## config.mk

```make
export PLATFORM = sky130hd
export DESIGN_NAME = serial2parallel_flat
export DESIGN_NICKNAME = d
export VERILOG_FILES = /design/src/rtl/serial2parallel_if.sv /design/src/rtl/serial2parallel.sv /design/src/flat_wrapper.sv
export SDC_FILE = /design/constraint.sdc
export NUM_CORES = 1
export LEC_CHECK = 0
export CAP_MARGIN = 15
export CORE_MARGIN = 2
export CORE_UTILIZATION = 57
export CTS_BUF_LIST = sky130_fd_sc_hd__clkbuf_4 sky130_fd_sc_hd__clkbuf_8
export CTS_CLUSTER_DIAMETER = 100
export CTS_CLUSTER_SIZE = 24
export DETAILED_ROUTE_END_ITERATION = 12
export HOLD_SLACK_MARGIN = 0.1
export PLACE_DENSITY = 0.88
export SETUP_SLACK_MARGIN = 0.3
export SLEW_MARGIN = 20
export SYNTH_ARGS = -nofsm -noshare
export SYNTH_HDL_FRONTEND = slang
export SYNTH_SLANG_ARGS = --single-unit
```

## constraint.sdc

```tcl
create_clock -name clk -period 2.5 [get_ports clk]
set_input_delay 0.5 -clock clk [delete_from_list [all_inputs] [get_ports clk]]
set_output_delay 0.5 -clock clk [all_outputs]
set_load 0.1 [all_outputs]
```

## src/rtl/serial2parallel_if.sv

```systemverilog
// Beat-in / word-out bundle for serial2parallel. The master drives input beats and the abort.
// The slave presents the assembled word strobe.
interface serial2parallel_if #(
  parameter int DATA_WIDTH = 8,
  parameter int BUS_NUM_I  = 1,
  parameter int BUS_NUM_O  = 8
);
  logic                                  clear_i;
  logic                                  data_valid_i;
  logic                                  data_last_i;
  logic [BUS_NUM_I-1:0][DATA_WIDTH-1:0]  data_i;
  logic                                  data_valid_o;
  logic                                  data_last_o;
  logic [BUS_NUM_O-1:0]                  data_mask_o;
  logic [BUS_NUM_O-1:0][DATA_WIDTH-1:0]  data_o;

  modport master (
    output clear_i, data_valid_i, data_last_i, data_i,
    input  data_valid_o, data_last_o, data_mask_o, data_o
  );

  modport slave (
    input  clear_i, data_valid_i, data_last_i, data_i,
    output data_valid_o, data_last_o, data_mask_o, data_o
  );
endinterface

```

## src/rtl/serial2parallel.sv

```systemverilog
// Deserialiser: gathers RATIO narrow beats into one wide word and emits it as a single-cycle strobe.
// Lane placement is the inverse of parallel2serial, so beat k / lane j lands at wide lane k + RATIO*j.
module serial2parallel #(
  parameter int DATA_WIDTH = 8,
  parameter int BUS_NUM_I  = 1,
  parameter int BUS_NUM_O  = 8
) (
  input  logic                  clk,
  input  logic                  reset_n,
  serial2parallel_if.slave      bus
);

  localparam int RATIO = BUS_NUM_O / BUS_NUM_I;
  localparam int CW    = (RATIO > 1) ? $clog2(RATIO) : 1;
  localparam int AW    = (BUS_NUM_O > 1) ? $clog2(BUS_NUM_O) : 1;
  localparam logic [CW-1:0] CNT_LAST = CW'(RATIO - 1);

  if (((BUS_NUM_O % BUS_NUM_I) != 0) || (RATIO < 2)) begin : g_param_check
    $error("serial2parallel: BUS_NUM_O must be a multiple of BUS_NUM_I with a ratio of at least 2");
  end

  logic [CW-1:0]                         r_cnt;
  logic [BUS_NUM_O-1:0][DATA_WIDTH-1:0]  r_buf;
  logic [BUS_NUM_O-1:0]                  r_mask;
  logic [BUS_NUM_O-1:0][DATA_WIDTH-1:0]  w_buf_next;
  logic [BUS_NUM_O-1:0]                  w_mask_next;
  logic                                  w_accept;
  logic                                  w_emit;

  logic                                  r_valid_o;
  logic                                  r_last_o;
  logic [BUS_NUM_O-1:0]                  r_mask_o;
  logic [BUS_NUM_O-1:0][DATA_WIDTH-1:0]  r_data_o;

  function automatic logic [AW-1:0] lane_idx(input logic [CW-1:0] k, input int j);
    return AW'(k) + AW'(RATIO * j);
  endfunction

  // Beat acceptance and word-completion decode; abort outranks any beat.
  always_comb begin
    w_accept = 1'b0;
    w_emit   = 1'b0;
    if (bus.data_valid_i && !bus.clear_i) begin
      w_accept = 1'b1;
      w_emit   = (r_cnt == CNT_LAST) || bus.data_last_i;
    end else begin
      w_accept = 1'b0;
      w_emit   = 1'b0;
    end
  end

  // Assembly buffer as it would look with the current beat merged in.
  always_comb begin
    w_buf_next  = r_buf;
    w_mask_next = r_mask;
    if (w_accept) begin
      for (int j = 0; j < BUS_NUM_I; j++) begin
        w_buf_next[lane_idx(r_cnt, j)]  = bus.data_i[j];
        w_mask_next[lane_idx(r_cnt, j)] = 1'b1;
      end
    end else begin
      w_buf_next  = r_buf;
      w_mask_next = r_mask;
    end
  end

  // Assembly state: restart from empty after an emitted word or an abort.
  always_ff @(posedge clk or negedge reset_n) begin
    if (!reset_n) begin
      r_cnt  <= '0;
      r_buf  <= '0;
      r_mask <= '0;
    end else if (bus.clear_i || w_emit) begin
      r_cnt  <= '0;
      r_buf  <= '0;
      r_mask <= '0;
    end else if (w_accept) begin
      r_cnt  <= r_cnt + CW'(1);
      r_buf  <= w_buf_next;
      r_mask <= w_mask_next;
    end else begin
      r_cnt  <= r_cnt;
      r_buf  <= r_buf;
      r_mask <= r_mask;
    end
  end

  // Output word register, independent of the buffer so full-rate input never stalls.
  always_ff @(posedge clk or negedge reset_n) begin
    if (!reset_n) begin
      r_valid_o <= 1'b0;
      r_last_o  <= 1'b0;
      r_mask_o  <= '0;
      r_data_o  <= '0;
    end else if (w_emit) begin
      r_valid_o <= 1'b1;
      r_last_o  <= bus.data_last_i;
      r_mask_o  <= w_mask_next;
      r_data_o  <= w_buf_next;
    end else begin
      r_valid_o <= 1'b0;
      r_last_o  <= r_last_o;
      r_mask_o  <= r_mask_o;
      r_data_o  <= r_data_o;
    end
  end

  assign bus.data_valid_o = r_valid_o;
  assign bus.data_last_o  = r_last_o;
  assign bus.data_mask_o  = r_mask_o;
  assign bus.data_o       = r_data_o;

endmodule
```

## src/flat_wrapper.sv

```systemverilog
// flat-port wrapper written by rule: the top's interface ports become plain ports
module serial2parallel_flat 
#(
  parameter int DATA_WIDTH = 8,
  parameter int BUS_NUM_I  = 1,
  parameter int BUS_NUM_O  = 8
)
  (clk, reset_n, bus_clear_i, bus_data_valid_i, bus_data_last_i, bus_data_i, bus_data_valid_o, bus_data_last_o, bus_data_mask_o, bus_data_o);
  serial2parallel_if #(.DATA_WIDTH(DATA_WIDTH), .BUS_NUM_I(BUS_NUM_I), .BUS_NUM_O(BUS_NUM_O)) bus_i ();
  input  logic clk;
  input  logic reset_n;
  input wire logic [$bits(bus_i.clear_i)-1:0] bus_clear_i;
  input wire logic [$bits(bus_i.data_valid_i)-1:0] bus_data_valid_i;
  input wire logic [$bits(bus_i.data_last_i)-1:0] bus_data_last_i;
  input wire logic [$bits(bus_i.data_i)-1:0] bus_data_i;
  output wire logic [$bits(bus_i.data_valid_o)-1:0] bus_data_valid_o;
  output wire logic [$bits(bus_i.data_last_o)-1:0] bus_data_last_o;
  output wire logic [$bits(bus_i.data_mask_o)-1:0] bus_data_mask_o;
  output wire logic [$bits(bus_i.data_o)-1:0] bus_data_o;
  assign bus_i.clear_i = bus_clear_i;
  assign bus_i.data_valid_i = bus_data_valid_i;
  assign bus_i.data_last_i = bus_data_last_i;
  assign bus_i.data_i = bus_data_i;
  assign bus_data_valid_o = bus_i.data_valid_o;
  assign bus_data_last_o = bus_i.data_last_o;
  assign bus_data_mask_o = bus_i.data_mask_o;
  assign bus_data_o = bus_i.data_o;
  serial2parallel #(.DATA_WIDTH(DATA_WIDTH), .BUS_NUM_I(BUS_NUM_I), .BUS_NUM_O(BUS_NUM_O)) u_core (.clk(clk), .reset_n(reset_n), .bus(bus_i));
endmodule
```

=== After elaboration in Yosys (flattened, before gate mapping) ===
Cells that the tools add are included.

* Add/subtract/negate cells: 1
* $lt $le $gt $ge: 2
* Eq/ne operators: 1
* Mux-type cells: 16
* Bitwise operators: 1
* Reductions and logical operators: 6

{| class="wikitable"
|+ Operator list
! operator !! count
|-
| 2-to-1 mux 64 bit || 3
|-
| bitwise mux 64 bit || 1
|-
| 2-to-1 mux 8 bit || 4
|-
| demux 8 bit (select 3 bit) || 1
|-
| OR 8 bit || 1
|-
| 2-to-1 mux 3 bit || 2
|-
| < comparator 3 x 4 -> 1 bit (second input constant) || 1
|-
| 2-to-1 mux 1 bit || 4
|-
| adder 3 x 1 -> 3 bit (second input constant) || 1
|-
| demux 1 bit (select 3 bit) || 1
|-
| equality test 3 bit (second input constant) || 1
|-
| >= comparator 3 x 1 -> 1 bit (second input constant) || 1
|-
| logical AND 1 bit || 2
|-
| logical OR 1 bit || 2
|-
| nonzero test 2 bit || 1
|-
| logical NOT 1 bit || 1
|}

* Flip-flop bits (word level): 149
* Bits of input ports: 13
* Output and inout port bits: 74
* Logic and storage cells: 48

=== Longest topological paths before layout ===
* Word-level depth: 8
* Mapped depth: 8
* Depth with buffers taken out: 5

=== Worst setup path after synthesis ===
OpenSTA, ideal clock, no wires.

* Path kind: reg2reg
* Start point: reg u_core.r_cnt[0]
* End point: reg u_core.r_buf[24] (netlist bit)
* Setup time: 0.067 ns
* Arrival time: 2.045 ns
* Data required time: 2.433 ns
* Setup slack: 0.388 ns
* Stages on the path, launching flop included: 8
* Path buffers: 2
* Clock period less this slack: 2.112 ns
* Cell sequence: dfrtp_1 ha_1 ha_1 or4b_1 buf_6 buf_12 nor3_4 a22o_1

* Word-level cells in the longest chain between the ends: 8
* Elaborated cells between the ends (all ways): 14
* Those cells by class: order compare (2); eq/ne (1); mux (7); reduce/logical (4)

{| class="wikitable"
|+ RTL lines
! element !! line !! RTL
|-
| start, declared || serial2parallel.sv:22 || <nowiki>logic [CW-1:0] r_cnt;</nowiki>
|-
| start signal, assigned || serial2parallel.sv:78 || <nowiki>r_cnt <= r_cnt + CW'(1);</nowiki>
|-
| start signal, assigned || serial2parallel.sv:82 || <nowiki>r_cnt <= r_cnt;</nowiki>
|-
| < comparator 3 x 4 -> 1 bit (not written as such) or >= comparator 3 x 1 -> 1 bit (tied branches) || serial2parallel.sv:58 || <nowiki>w_buf_next[lane_idx(r_cnt, j)] = bus.data_i[j];</nowiki>
|-
| logical AND 1 bit (not written as such) || serial2parallel.sv:58 ||
|-
| 2-to-1 mux 8 bit (not written as such) || serial2parallel.sv:58 ||
|-
| demux 8 bit (select 3 bit) || n/a ||
|-
| bitwise mux 64 bit || serial2parallel.sv:58 ||
|-
| 2-to-1 mux 64 bit || serial2parallel.sv:56 || <nowiki>if (w_accept) begin</nowiki>
|-
| 2-to-1 mux 64 bit || serial2parallel.sv:77 || <nowiki>end else if (w_accept) begin</nowiki>
|-
| 2-to-1 mux 64 bit || serial2parallel.sv:73 || <nowiki>end else if (bus.clear_i || w_emit) begin</nowiki>
|-
| end signal, assigned || serial2parallel.sv:79 || <nowiki>r_buf <= w_buf_next;</nowiki>
|-
| end signal, assigned || serial2parallel.sv:83 || <nowiki>r_buf <= r_buf;</nowiki>
|-
| end, declared || serial2parallel.sv:23 || <nowiki>logic [BUS_NUM_O-1:0][DATA_WIDTH-1:0] r_buf;</nowiki>
|}

Parallel ways exist; a longest one is shown, timed or not. The select of a mux whose other input is x is not followed.
A chain may end at the register's enable or synchronous reset.

=== Worst setup path in the final report ===
* Start point: reg u_core.r_cnt[0]
* End point: reg u_core.r_buf[27] (netlist bit)

Same word-level chain as after synthesis.

==> flow_summary_export.csv <==
group,metric,value,unit
status,status,"finished clean",
routing,drc,0,
power_and_ir_drop,share_comb_of_total_power,31.2,%
placement,port_buffers,86,
sta,hold_slack,0.4879,ns
hold_path,hold_path_class,"reg -> reg",
logic_synthesis,seq_area_frac_synth,55.90,%
logic_synthesis,async_flop_share,100.0,%
run,cap_viol_max_count,0,
sta,fin_tns_setup,0,ns
floorplanning,fp.dieArea,12580,µm²
logic_synthesis,synth_edf_count,0,
sta,max_freq,463.5,MHz
cts,cts.path.max_buffers,2,
power_and_ir_drop,pwr_density_cell,886.7,nW/µm²
global_route,grt_overflow,0,
sta,maxSlewHeadroom,47.92,%
floorplanning,die-height,112.2,µm
sta,setup_viol,0,
cts,tritoncts,"built",
critical_path,critPathMaxStageDelay,0.56,ns
floorplanning,fp.coreArea,11420,µm²
critical_path,endpoint_kind,"flop",
global_route,grt_max_degree,77,
critical_path,cp_max_fo,19,
power_and_ir_drop,power.switching,0.002867,W
sta,clock_skew,0.01146,ns
power_and_ir_drop,power,0.007330,W
routing,wl,19420,µm
routing,ant_nets,0,
global_route,grt_pass1_vias,5803,
critical_path,start_kind,"flop",
logic_synthesis,netlist-cell-type-count,31,
layout,design_area,8267,µm²
placement,place_area,7602,µm²
layout,drive_above_1_share,23.91,%
floorplanning,fp.dieW,112.2,µm
power_and_ir_drop,clkPwrFrac,31.6,%
global_route,antenna_found_initial,0,
power_and_ir_drop,leakagePower,3.765,nW
critical_path,worstPathRequired,2.89,ns
critical_path,path_cells,"ha_1 > ha_2 > or4b_4 > buf_12 > nor3_4 > a22o_1",
layout,finish.utilization,72.40,%
cts,clk_latency,0.45,ns
floorplanning,pin_count,87,
layout,insertedDiodeCount,0,
sta,drv_slew,0,
layout,fin_nets,738,
cts,clk_pin_slew,0.08,ns
routing,firstDrtPassIters,5,
routing,detailroute.via_count,6071,
cts,ctsRootBufferMaster,"clkbuf_8",
critical_path,crit_buf_inv,1,
logic_synthesis,synthesis.area,6670,µm²
sta,rsz0062_at_grt,"no",
critical_path,critPathArrivalTime,2.55,ns
global_route,track_usage,31.02,%
power_and_ir_drop,seq_power_share,37.2,%
layout,syn2layout_area_growth,23.94,%
routing,drt-initial-drc-count,671,
placement,place.gp.congestion,0.8499,
floorplanning,start_util,58.42,%
cts,h-tree-depth,4,
sta,worst_pin_slew,0.7812,ns
sta,finalHoldViolations,0,
global_route,grt_pass1_wl,30860,µm
logic_synthesis,yosysWarnings,0,
logic_synthesis,synthFlopType,"dfrtp_1",
sta,fin_crit,2.157,ns
routing,avgViaCountPerCell,6.907,
routing,wl_per_cell,22.10,µm
logic_synthesis,synth_cells,637,
placement,hpwl,11410,µm
floorplanning,rows,39,
critical_path,slowest_stage,"or4b_4",
cts,numCtsBuffers,17,
power_and_ir_drop,irDropWorstVdd,0.7491,mV
power_and_ir_drop,switching_share,39.11,%
critical_path,crit_family,"simple AND/OR/NAND/NOR gates",
logic_synthesis,post_synth.cell_area_avg,10.47,µm²
logic_synthesis,synth_seq_cells,149,
power_and_ir_drop,internal_power,0.004463,W
sta,fin_crit_sh,86.30,%
critical_path,criticalPathCategory,"reg -> reg",
logic_synthesis,syn_nets,652,
cts,cts.sinks,149,
[power groups by stage]
stage	registers (W)	clock network [W]	logic, W
final	0.00272	0.00232	0.00229
after global routing	0.00274	0.00243	0.00236
after CTS	0.00272	0.00232	0.00228
after detailed placement	0.00277	0	0.00227
after global placement	0.00276	0	0.00225
after floorplan	0.00412	0	0.000333
[cells in the mapped netlist, drive strengths merged, types with 2 or more instances]
| cell type | count | area [µm²] |
|---|---|---|
| a22o | 65 | 569.3 |
| a21oi | 86 | 430.4 |
| nor2b | 3 | 18.77 |
| clkbuf | 54 | 202.7 |
| dfrtp | 149 | 3729 |
| a21o | 8 | 60.06 |
| nand4 | 16 | 100.1 |
| nor2 | 3 | 11.26 |
| a31oi | 66 | 412.9 |
| nand2b | 2 | 12.51 |
| or2 | 3 | 18.77 |
| and3b | 20 | 175.2 |
| o21ai | 73 | 365.4 |
| nor3 | 9 | 135.1 |
| nor3b | 4 | 35.03 |
| buf | 15 | 91.33 |
| ha | 2 | 25.02 |
| a32o | 2 | 20.02 |
| nand3 | 16 | 80.08 |
| nand2 | 36 | 135.1 |
[per-layer routing]
layer	track usage, %	routed length (µm)	vias up
li1	-	-	2576
met4	12.68	552	0
met5	0	0	-
met3	6.156	2145	63
met1	43.78	7560	2968
met2	47.87	9165	464
[repair_timing]
item | in CTS | in global routing
setup endpoints to repair | 10 | 72
gates cloned | 0 | 1
pin swaps | 3 | 5
setup buffers | 6 | 3
gates resized for setup | 0 | 7
hold buffers | 1 | 0
hold endpoints to repair | 62 | 0
[registers in the layout (all words and copies together) (netlist names)]
name	count
u_core.bus.data_last_o	1
u_core.bus.data_o	64
u_core.r_buf	64
u_core.bus.data_valid_o	1
u_core.bus.data_mask_o	8
u_core.r_cnt	3
u_core.r_mask	8
[placed cells by master (no fill, tap or decap), drive strengths merged]
master / count
a21o: 8
a21oi: 86
a22o: 65
a31oi: 66
a32o: 2
and2: 1
and3: 1
and3b: 20
buf: 123
bufinv: 6
clkbuf: 24
clkdlybuf4s50: 11
clkinv: 1
clkinvlp: 1
dfrtp: 149
dlygate4sd3: 1
ha: 2
nand2: 36
nand2b: 2
nand3: 16
nand3b: 1
nand4: 16
nor2: 3
nor2b: 3
nor3: 10
nor3b: 4
o21ai: 73
or2: 3
or3b: 1
or4b: 1
[worst paths after layout]
check | start | endpoint | slack [ns] | cells past startpoint
setup / recovery | u_core.r_cnt[0] | u_core.r_buf[27] | 0.34 | 6
hold / removal | u_core.r_mask[7] | u_core.r_mask[7] | 0.49 | 1
setup reg to reg | u_core.r_cnt[0] | u_core.r_buf[27] | 0.34 | 6
hold reg to reg | u_core.r_mask[7] | u_core.r_mask[7] | 0.49 | 1
max in group asynchronous | reset_n | u_core.r_buf[44] | 1.12 | 3
min in group asynchronous | reset_n | u_core.bus.data_o[36] | 0.60 | 2
[kinds of logic after synthesis]
group                    count (synthesis)  synth area share, %
AO/OA/AOI/OAI                          300                27.86
flip-flops                             149                55.90
AND/OR/NAND/NOR                        117                11.46
buffers and inverters                   69                4.408
adder cells (fa/ha/maj)                  2               0.3751
[cell type report]
cell class / instances / area (µm²)
multi-input combinational: 420 / 2688
sequential: 149 / 3729
clock buffer: 24 / 311.5
fill: 751 / 3152
timing repair buffer: 135 / 1167
tap: 143 / 178.9
clock inverter: 8 / 192.7
[metrics by stage]
stage / setup WS, ns / instances
after CTS: 0.3084 / 875
after floorplan: 0.3882 / 637
after global placement: 0.09681 / 836
after global routing: 0.2840 / 879
after detailed placement: 0.07380 / 836
final: 0.3425 / 879
No activity file was read; power rests on OpenSTA's default activity.
